==> config.mk <==
export PLATFORM = sky130hd
export DESIGN_NAME = player_bullet_scheduler
export DESIGN_NICKNAME = d
export VERILOG_FILES = /design/src/rtl/player_bullet_scheduler.sv
export SDC_FILE = /design/constraint.sdc
export NUM_CORES = 1
export LEC_CHECK = 0
export ABC_AREA = 1
export BUFFER_PORTS_ARGS = -buffer_cell sky130_fd_sc_hd__buf_2
export CAP_MARGIN = 40
export CORE_MARGIN = 2
export CORE_UTILIZATION = 34
export CTS_CLUSTER_DIAMETER = 150
export DETAILED_ROUTE_END_ITERATION = 6
export GPL_ROUTABILITY_DRIVEN = 0
export SLEW_MARGIN = 20
export SYNTH_ARGS = -nofsm -noshare
export SYNTH_HDL_FRONTEND = slang
export SYNTH_SLANG_ARGS = --single-unit
==> constraint.sdc <==
create_clock -name clk -period 5.1 [get_ports clk]
set_input_delay 0.255 -clock clk [delete_from_list [all_inputs] [get_ports clk]]
set_output_delay 0.255 -clock clk [all_outputs]
set_load 0.02 [all_outputs]
==> src/rtl/player_bullet_scheduler.sv <==
// Player shot scheduler: owns a small pool of bullet slots. On each movement
// tick it moves every live shot upward and retires shots that leave the top
// edge. A new shot goes into the lowest free slot, but only when the cooldown
// has expired. Hits and clear free slots. Every output is registered.
module player_bullet_scheduler #(
  parameter int SLOTS     = 4,
  parameter int COOLDOWN  = 8,
  parameter int SPEED     = 4,
  parameter int SPAWN_OFS = 16
) (
  input  logic                  clk,
  input  logic                  rst,
  input  logic                  tick,
  input  logic                  shoot,
  input  logic                  clear,
  input  logic [9:0]            player_x,
  input  logic [9:0]            player_y,
  input  logic [SLOTS-1:0]      hit_mask,
  output logic [SLOTS-1:0]      bullet_valid,
  output logic [10*SLOTS-1:0]   bullet_x,
  output logic [10*SLOTS-1:0]   bullet_y,
  output logic                  fire_pulse,
  output logic [3:0]            active_count
);

  localparam logic [9:0] SPEED_V   = 10'(SPEED);
  localparam logic [9:0] SPAWN_V   = 10'(SPAWN_OFS);
  localparam logic [7:0] CD_RELOAD = 8'(COOLDOWN - 1);

  typedef enum logic {READY, COOL} state_t;

  state_t           state_reg, state_next;
  logic [7:0]       cd_reg, cd_next;
  logic [SLOTS-1:0] valid_reg, valid_next;
  logic [9:0]       x_reg [SLOTS];
  logic [9:0]       x_next [SLOTS];
  logic [9:0]       y_reg [SLOTS];
  logic [9:0]       y_next [SLOTS];
  logic             fire_reg, fire_next;
  logic [3:0]       count_reg, count_next;

  // The lowest free slot, taken from the occupancy at the start of the cycle.
  // A slot freed in this cycle therefore cannot be reused until a later tick.
  logic [SLOTS-1:0] free_onehot;
  logic             launch;

  // Pick the lowest free slot and decide whether a shot launches this cycle.
  always_comb begin
    free_onehot = ~valid_reg & (valid_reg + 1'b1);
    launch      = tick && shoot && !clear && (state_reg == READY) &&
                  (|free_onehot) && (player_y >= SPAWN_V);
  end

  // Next-state logic: clear has top priority, then hits, then movement, then launch.
  always_comb begin
    state_next = state_reg;
    cd_next    = cd_reg;
    valid_next = valid_reg;
    fire_next  = 1'b0;
    count_next = '0;
    for (int i = 0; i < SLOTS; i++) begin
      x_next[i] = x_reg[i];
      y_next[i] = y_reg[i];
    end

    if (clear) begin
      valid_next = '0;
    end else begin
      for (int i = 0; i < SLOTS; i++) begin
        if (valid_reg[i]) begin
          if (hit_mask[i]) begin
            valid_next[i] = 1'b0;
          end else if (tick) begin
            // Compare before subtracting so that y never wraps around.
            if (y_reg[i] < SPEED_V) valid_next[i] = 1'b0;
            else                    y_next[i]     = y_reg[i] - SPEED_V;
          end
        end else if (launch && free_onehot[i]) begin
          valid_next[i] = 1'b1;
          x_next[i]     = player_x;
          y_next[i]     = player_y - SPAWN_V;
        end
      end

      // The cooldown counts down on ticks only. The tick that reaches zero never launches.
      if (tick && (state_reg == COOL)) begin
        cd_next = cd_reg - 8'd1;
        if (cd_reg == 8'd1) state_next = READY;
      end

      if (launch) begin
        fire_next  = 1'b1;
        cd_next    = CD_RELOAD;
        state_next = (COOLDOWN == 1) ? READY : COOL;
      end
    end

    for (int i = 0; i < SLOTS; i++) count_next = count_next + 4'(valid_next[i]);
  end

  // State registers with synchronous active-low reset.
  always_ff @(posedge clk) begin
    if (!rst) begin
      state_reg <= READY;
      cd_reg    <= '0;
      valid_reg <= '0;
      fire_reg  <= 1'b0;
      count_reg <= '0;
      for (int i = 0; i < SLOTS; i++) begin
        x_reg[i] <= '0;
        y_reg[i] <= '0;
      end
    end else begin
      state_reg <= state_next;
      cd_reg    <= cd_next;
      valid_reg <= valid_next;
      fire_reg  <= fire_next;
      count_reg <= count_next;
      for (int i = 0; i < SLOTS; i++) begin
        x_reg[i] <= x_next[i];
        y_reg[i] <= y_next[i];
      end
    end
  end

  generate
    for (genvar gi = 0; gi < SLOTS; gi++) begin : g_pack
      assign bullet_x[10*gi +: 10] = x_reg[gi];
      assign bullet_y[10*gi +: 10] = y_reg[gi];
    end
  endgenerate

  assign bullet_valid = valid_reg;
  assign fire_pulse   = fire_reg;
  assign active_count = count_reg;

endmodule

### Word level (Yosys, flattened, before mapping)

Memory sizes are Yosys's and may differ from the RTL's.
Index checks and enable logic that the tools add are counted.

* memories: 2
* input bits: 29
* logic and storage cells: 120
* flip-flop bits (word level): 18
* output and inout port bits: 89
* RAM bits: 80

* add/subtract/negate cells: 10
* reduce and logical (&&, ||, !) cells: 17
* bitwise logic cells: 13
* $lt $le $gt $ge: 5
* equality and inequality tests: 1
* multiplexer cells: 67

Memories
* x_reg: words 4, width 10, rd ports 4, clocked after memory_dff 0, write ports 4, RTL line 35 `logic [9:0] x_reg [SLOTS];`
* y_reg: words 4, width 10, rd ports 4, clocked after memory_dff 0, write ports 4, RTL line 37 `logic [9:0] y_reg [SLOTS];`

Operators with widths (count)
* 10-bit two-way mux: 36
* 40-bit two-way mux: 2
* 10-bit by 3-bit less-than comparator with 1-bit output, second input constant: 4
* 10-bit by 3-bit subtractor with 10-bit output, second input constant: 4
* 1-bit two-way mux: 26
* 8-bit two-way mux: 2
* 10-bit by 5-bit greater-or-equal comparator with 1-bit output, second input constant: 1
* 1-bit logical AND: 10
* 10-bit by 5-bit subtractor with 10-bit output, second input constant: 1
* 8-bit by 1-bit == test with 1-bit output, second input constant: 1
* 1-bit OR: 8
* 8-bit by 1-bit subtractor with 8-bit output, second input constant: 1
* 3-bit by 1-bit adder with 4-bit output: 1
* 4-bit by 1-bit adder with 4-bit output, second input constant: 1
* 4-bit bitwise AND: 1
* 4-bit two-way mux: 1
* 4-bit NOT: 1
* 2-bit nonzero test: 2
* 4-bit OR reduction: 1
* 2-bit by 1-bit adder with 3-bit output: 1
* 1-bit NOT: 3
* 3-bit AND reduction: 1
* 1-bit by 1-bit adder with 2-bit output: 1
* 2-bit AND reduction: 1
* 2 further kinds: 2

### Longest topological paths before layout

* depth in word-level cells: 12
* gate-level depth with buffers: 15
* gate-level depth less buffers: 14

### Worst setup path after synthesis

No wires, ideal clock.

* path type: input to register
* from: input player_y[4]
* to: register count_reg[1], in the netlist active_count[1]
* path buffers: 1
* required time: 4.990 ns
* library setup time: 0.110 ns
* arrival time: 2.423 ns
* stages: 15
* slack: 2.567 ns
* cells stage by stage: clkinv_1 -> ha_1 -> nand2_1 -> nor2_1 -> nand2_2 -> buf_4 -> nand3_4 -> nand2_4 -> inv_1 -> nor2_1 -> fa_1 -> ha_1 -> ha_1 -> nand2_1 -> inv_1

* longest elaborated chain between the ends: 9
* elaborated cells on any way between the ends: 18
* classes of those cells: add/sub (3); order compare (1); mux (9); reduce/logical (5)

RTL lines
* from (decl): RTL line 17 `input logic [9:0] player_y,`
* 10-bit by 5-bit greater-or-equal comparator with 1-bit output: RTL line 51 `(|free_onehot) && (player_y >= SPAWN_V);`
* 1-bit logical AND: RTL line 51
* 1-bit logical AND: RTL line 78 `end else if (launch && free_onehot[i]) begin`
* 1-bit two-way mux: RTL line 78
* 1-bit two-way mux: RTL line 70 `if (valid_reg[i]) begin`
* 4-bit two-way mux: RTL line 66 `if (clear) begin`
* via valid_next[1]: RTL line 34 `logic [SLOTS-1:0] valid_reg, valid_next;`
* 1-bit by 1-bit adder with 2-bit output: RTL line 98 `for (int i = 0; i < SLOTS; i++) count_next = count_next + 4'(valid_next[i]);`
* 2-bit by 1-bit adder with 3-bit output: RTL line 98
* 3-bit by 1-bit adder with 4-bit output: RTL line 98
* via count_next[1]: RTL line 40 `logic [3:0] count_reg, count_next;`
* to (signal assigned): RTL line 118 `count_reg <= count_next;`
* to (decl): RTL line 40

The timed path passes the listed nets, and every way through them passes these cells.
A chain may end at the register's enable or synchronous reset.

### Final worst setup path

* from: register valid_reg[2], in the netlist bullet_valid[2]
* to: register count_reg[1], in the netlist active_count[1]

* elaborated cells on any way between the ends: 22
* classes of those cells: add/sub (4); mux (9); bitwise (2); reduce/logical (7)

RTL lines
* from (decl): RTL line 34
* from (signal assigned): RTL line 116 `valid_reg <= valid_next;`
* 4-bit by 1-bit adder with 4-bit output or 4-bit NOT (tied branches): RTL line 49 `free_onehot = ~valid_reg & (valid_reg + 1'b1);`
* 4-bit bitwise AND *: RTL line 49
* 4-bit OR reduction: RTL line 51
* 1-bit logical AND: RTL line 50 `launch = tick && shoot && !clear && (state_reg == READY) &&`
* 1-bit logical AND: RTL line 51
* 1-bit logical AND *: RTL line 78
* 1-bit two-way mux *: RTL line 78
* 1-bit two-way mux *: RTL line 70
* 4-bit two-way mux *: RTL line 66
* via valid_next[3]: RTL line 34
* 3-bit by 1-bit adder with 4-bit output *: RTL line 98
* via count_next[1]: RTL line 40

Mark *: on every way through the listed nets, which the timed path passes. The rest lies on a longest branch.

==> qor.csv <==
stage;metric;value;unit
floorplanning;Starting Density;0.349;
route;DR pass1 iterations;5;
yosys;Syn Inst Count;816;
clock_network;CTS H-tree lvls;3;
sta;Final Skew;0.0102;ns
critical_path;critical path class;flop to flop;
yosys;synthesized cell area;0.00533;mm2
clock_network;total CTS buffers;9;
critical_path;Reg2Reg Setup Slack;1.92;ns
sta;# setup viols final;0;
sta;RSZ-0062 raised after global routing;no;
run;number of max-cap violations;0;
yosys;XOR/XNOR Fraction of Synth Area;0.0148;
placed_design;dpl cells;1103;
sta;setup TNS;0;ns
clock_network;Root Driver;clkbuf_16;
power_and_ir_drop;Power per Cell Area;265;mW/mm2
power_and_ir_drop;Max IR drop VDD;0.000151;V
min_path;WHS Path Cells;3;
yosys;Synth Register Bits;97;
yosys;Synth top area share;0.364;
critical_path;Crit path largest cell delay;0.67;ns
yosys;Synth async-reset ratio;0;
global_routing;largest net degree at the start of global routing;59;
critical_path;Worst R2R End;active_count[1]$_SDFF_PN0_;
final_layout;final std cells w/o fill;1120;
final_layout;Reg area;0.00194;mm2
sta;Max Freq;0.314;GHz
route;DRC Markers;0;
sta;Worst slew margin;0.481;
sta;post-route minimum period;3.18;ns
yosys;Post-Synth Adder-Cell Area;0.0272;
yosys;most frequent cell after synthesis;nand2_1;
global_routing;first-pass GRT wire length;25200;um
global_routing;vias in the first global route;4807;
route;Via Count;5353;
floorplanning;Ports;118;
final_layout;fin util;0.411;
route;DR iter-0 viols;399;
critical_path;Critical Path RT;5.35;ns
route;routed wire length per instance;14.1;um
critical_path;crit path from;bullet_valid[2]$_SDFF_PN0_;
floorplanning;die height;129;um
route;Antenna Nets Post-Route;0;
critical_path;worst flop-to-flop path startpoint;bullet_valid[2]$_SDFF_PN0_;
yosys;Distinct cells, synth;34;
critical_path;R2R cell count;11;
power_and_ir_drop;Leak Pwr;3.24;nW
global_routing;grt total ovfl;0;
yosys;Synthesized Nets;856;
clock_network;worst skew pair latency;0.35;ns
route;WL final;15800;um
sta;Min Hold Slack;0.214;ns
final_layout;design area;0.00627;mm2
placed_design;IO buf count;116;
critical_path;Max FO, Critical Path;14;
yosys;Seq/Total Area, Yosys;0.364;
min_path;Hold WC Path Type;input pin to flop;
floorplanning;Core ar.;0.0153;mm2
run_status;status;completed;
floorplanning;Die Width;129;um
final_layout;nets;943;
sta;worst-margin pin slew;0.777;ns
placed_design;area post-placement;0.00596;mm2
yosys;mux contribution to synthesized area;0;
yosys;simple-gate share of the synthesized area;0.413;
yosys;Yosys top cell by area;dfxtp_1;
sta;count of final hold-check violations;0;
global_routing;initial antenna violation count;0;
sta;crit share post-route;0.624;
final_layout;multi-input logic area;0.00286;mm2
yosys;number of enable flip-flop cells after synthesis;0;
yosys;Synth top cells by count;213 x nand2_1, 128 x nor2_1, 97 x dfxtp_1;
yosys;Compound-Gate Fraction of Synth Area;0.0812;
final_layout;Fillers;1630;
sta;final-report max-slew violation count;0;
critical_path;CP endpoint;active_count[1]$_SDFF_PN0_;
final_layout;share of cells above drive strength 1;0.183;
floorplanning;Die Area;0.0167;mm2
critical_path;Arrival @ worst endpoint;3.44;ns
clock_network;clock slew seen by the registers of the worst setup and hold paths;0.07;ns
clock_network;setup bufs post-CTS;0;
floorplanning;row count;45;
critical_path;CP endpoint kind;flop;
yosys;most common flop cell mapped by yosys;dfxtp_1;
clock_network;CTS tree;yes;
yosys;Synth area leaders;dfxtp_1 36%, nand2_1 15%, nor2_1 9.0%;
clock_network;Clock Path Buffers;2;
clock_network;hold_buf cts;0;
yosys;Mean Syn Cell Area;6.53;um2
final_layout;Area growth syn-to-layout;17.7;%
yosys;Ys Warns;0;
critical_path;crit-path cells;nand3_2 -> nor2_2 -> nand3_2 -> nand2_1 -> inv_1 -> nor2_1 -> fa_1 -> ha_1 -> ha_1 -> nand2_1 -> inv_1;
placed_design;DP HPWL;11400;um
global_routing;gr usage total;0.192;
yosys;largest family of logic cells by synthesized area;simple AND/OR/NAND/NOR gates;
route;vias per cell;4.78;
critical_path;Critical-path top delay cell;dfxtp_1;
clock_network;cells resized by post-CTS repair;0;
critical_path;Worst Setup Start Kind;flop;
clock_network;total clock sinks;97;
==> power by group <==
| part | leakage, nW | total (mW) | switching (mW) | internal (mW) |
|---|---|---|---|---|
| Sequential | 0.783 | 0.778 | 0.00985 | 0.768 |
| Combinational | 2.31 | 0.165 | 0.117 | 0.0482 |
| Clock | 0.147 | 0.718 | 0.318 | 0.400 |
| Total | 3.24 | 1.66 | 0.445 | 1.22 |
==> cell usage in the layout, fill, tap and decap left out, types with 2 or more instances in the layout <==
cell type   count
nor2_1        128
ha_1           10
xor2_1          8
buf_4           2
nor3_1          5
dfxtp_1        97
nand3_2         3
nand4_1        35
nand3_1        83
a21oi_1        63
nand2_4         4
nand2_1       213
clkbuf_16       9
or2_2           5
clkinvlp_4      2
inv_1          71
buf_2         116
clkinv_1        2
nand3_4         2
inv_2           3
o21ai_0        22
nand2_2         9
==> worst min-delay path by stage <==
stage / from / endpoint
after floorplan: player_x[2] / x_reg[2][2]$_SDFFE_PN0P_
after global placement: x_reg[2][7]$_SDFFE_PN0P_ / x_reg[2][7]$_SDFFE_PN0P_
after detailed placement: x_reg[3][7]$_SDFFE_PN0P_ / x_reg[3][7]$_SDFFE_PN0P_
after CTS: player_y[1] / y_reg[3][1]$_SDFFE_PN0P_
after global routing: player_x[3] / x_reg[2][3]$_SDFFE_PN0P_
final: player_y[1] / y_reg[3][1]$_SDFFE_PN0P_
==> per-stage QoR <==
| stage | worst slack [ns] | total power, mW |
|---|---|---|
| 2_1_floorplan | 2.57 | 0.908 |
| 3_3_place_gp | 1.74 | 0.959 |
| 3_5_place_dp | 1.63 | 0.959 |
| 4_1_cts | 1.88 | 1.67 |
| 5_1_grt | 1.59 | 1.73 |
| 6_report | 1.92 | 1.66 |
==> routing by layer <==
metal / GRT usage / wire length, um / vias to the layer above
met5: 0 / 0 / -
met2: 0.303 / 7290 / 159
met3: 0.0392 / 778 / 21
met4: 0.0575 / 352 / 0
li1: - / - / 2788
met1: 0.264 / 7420 / 2385
==> cell type report <==
cell class	instances	area share
multi-input combinational	599	0.456
antenna	1	0.000399
clock inverter	6	0.0118
inverter	78	0.0473
clock buffer	10	0.0381
sequential	97	0.310
tap	211	0.0421
timing repair buffer	118	0.0950
==> critical path: cells and delay by family (launching register included) <==
kind | cells | cell delay [ns]
buffers and inverters | 2 | 0.11
AND/OR/NAND/NOR | 6 | 1.39
adder cells (fa/ha/maj) | 3 | 0.91
flip-flops | 1 | 0.67
==> cell families after synthesis <==
group	Yosys count
and+or+nand+nor	492
adders and majority gates	11
AOI/OAI and AO/OA	86
buffers and inverters	120
DFF	97
other	1
xor gates and xnor gates	9
Note: power is estimated with default switching activity, not from simulation.
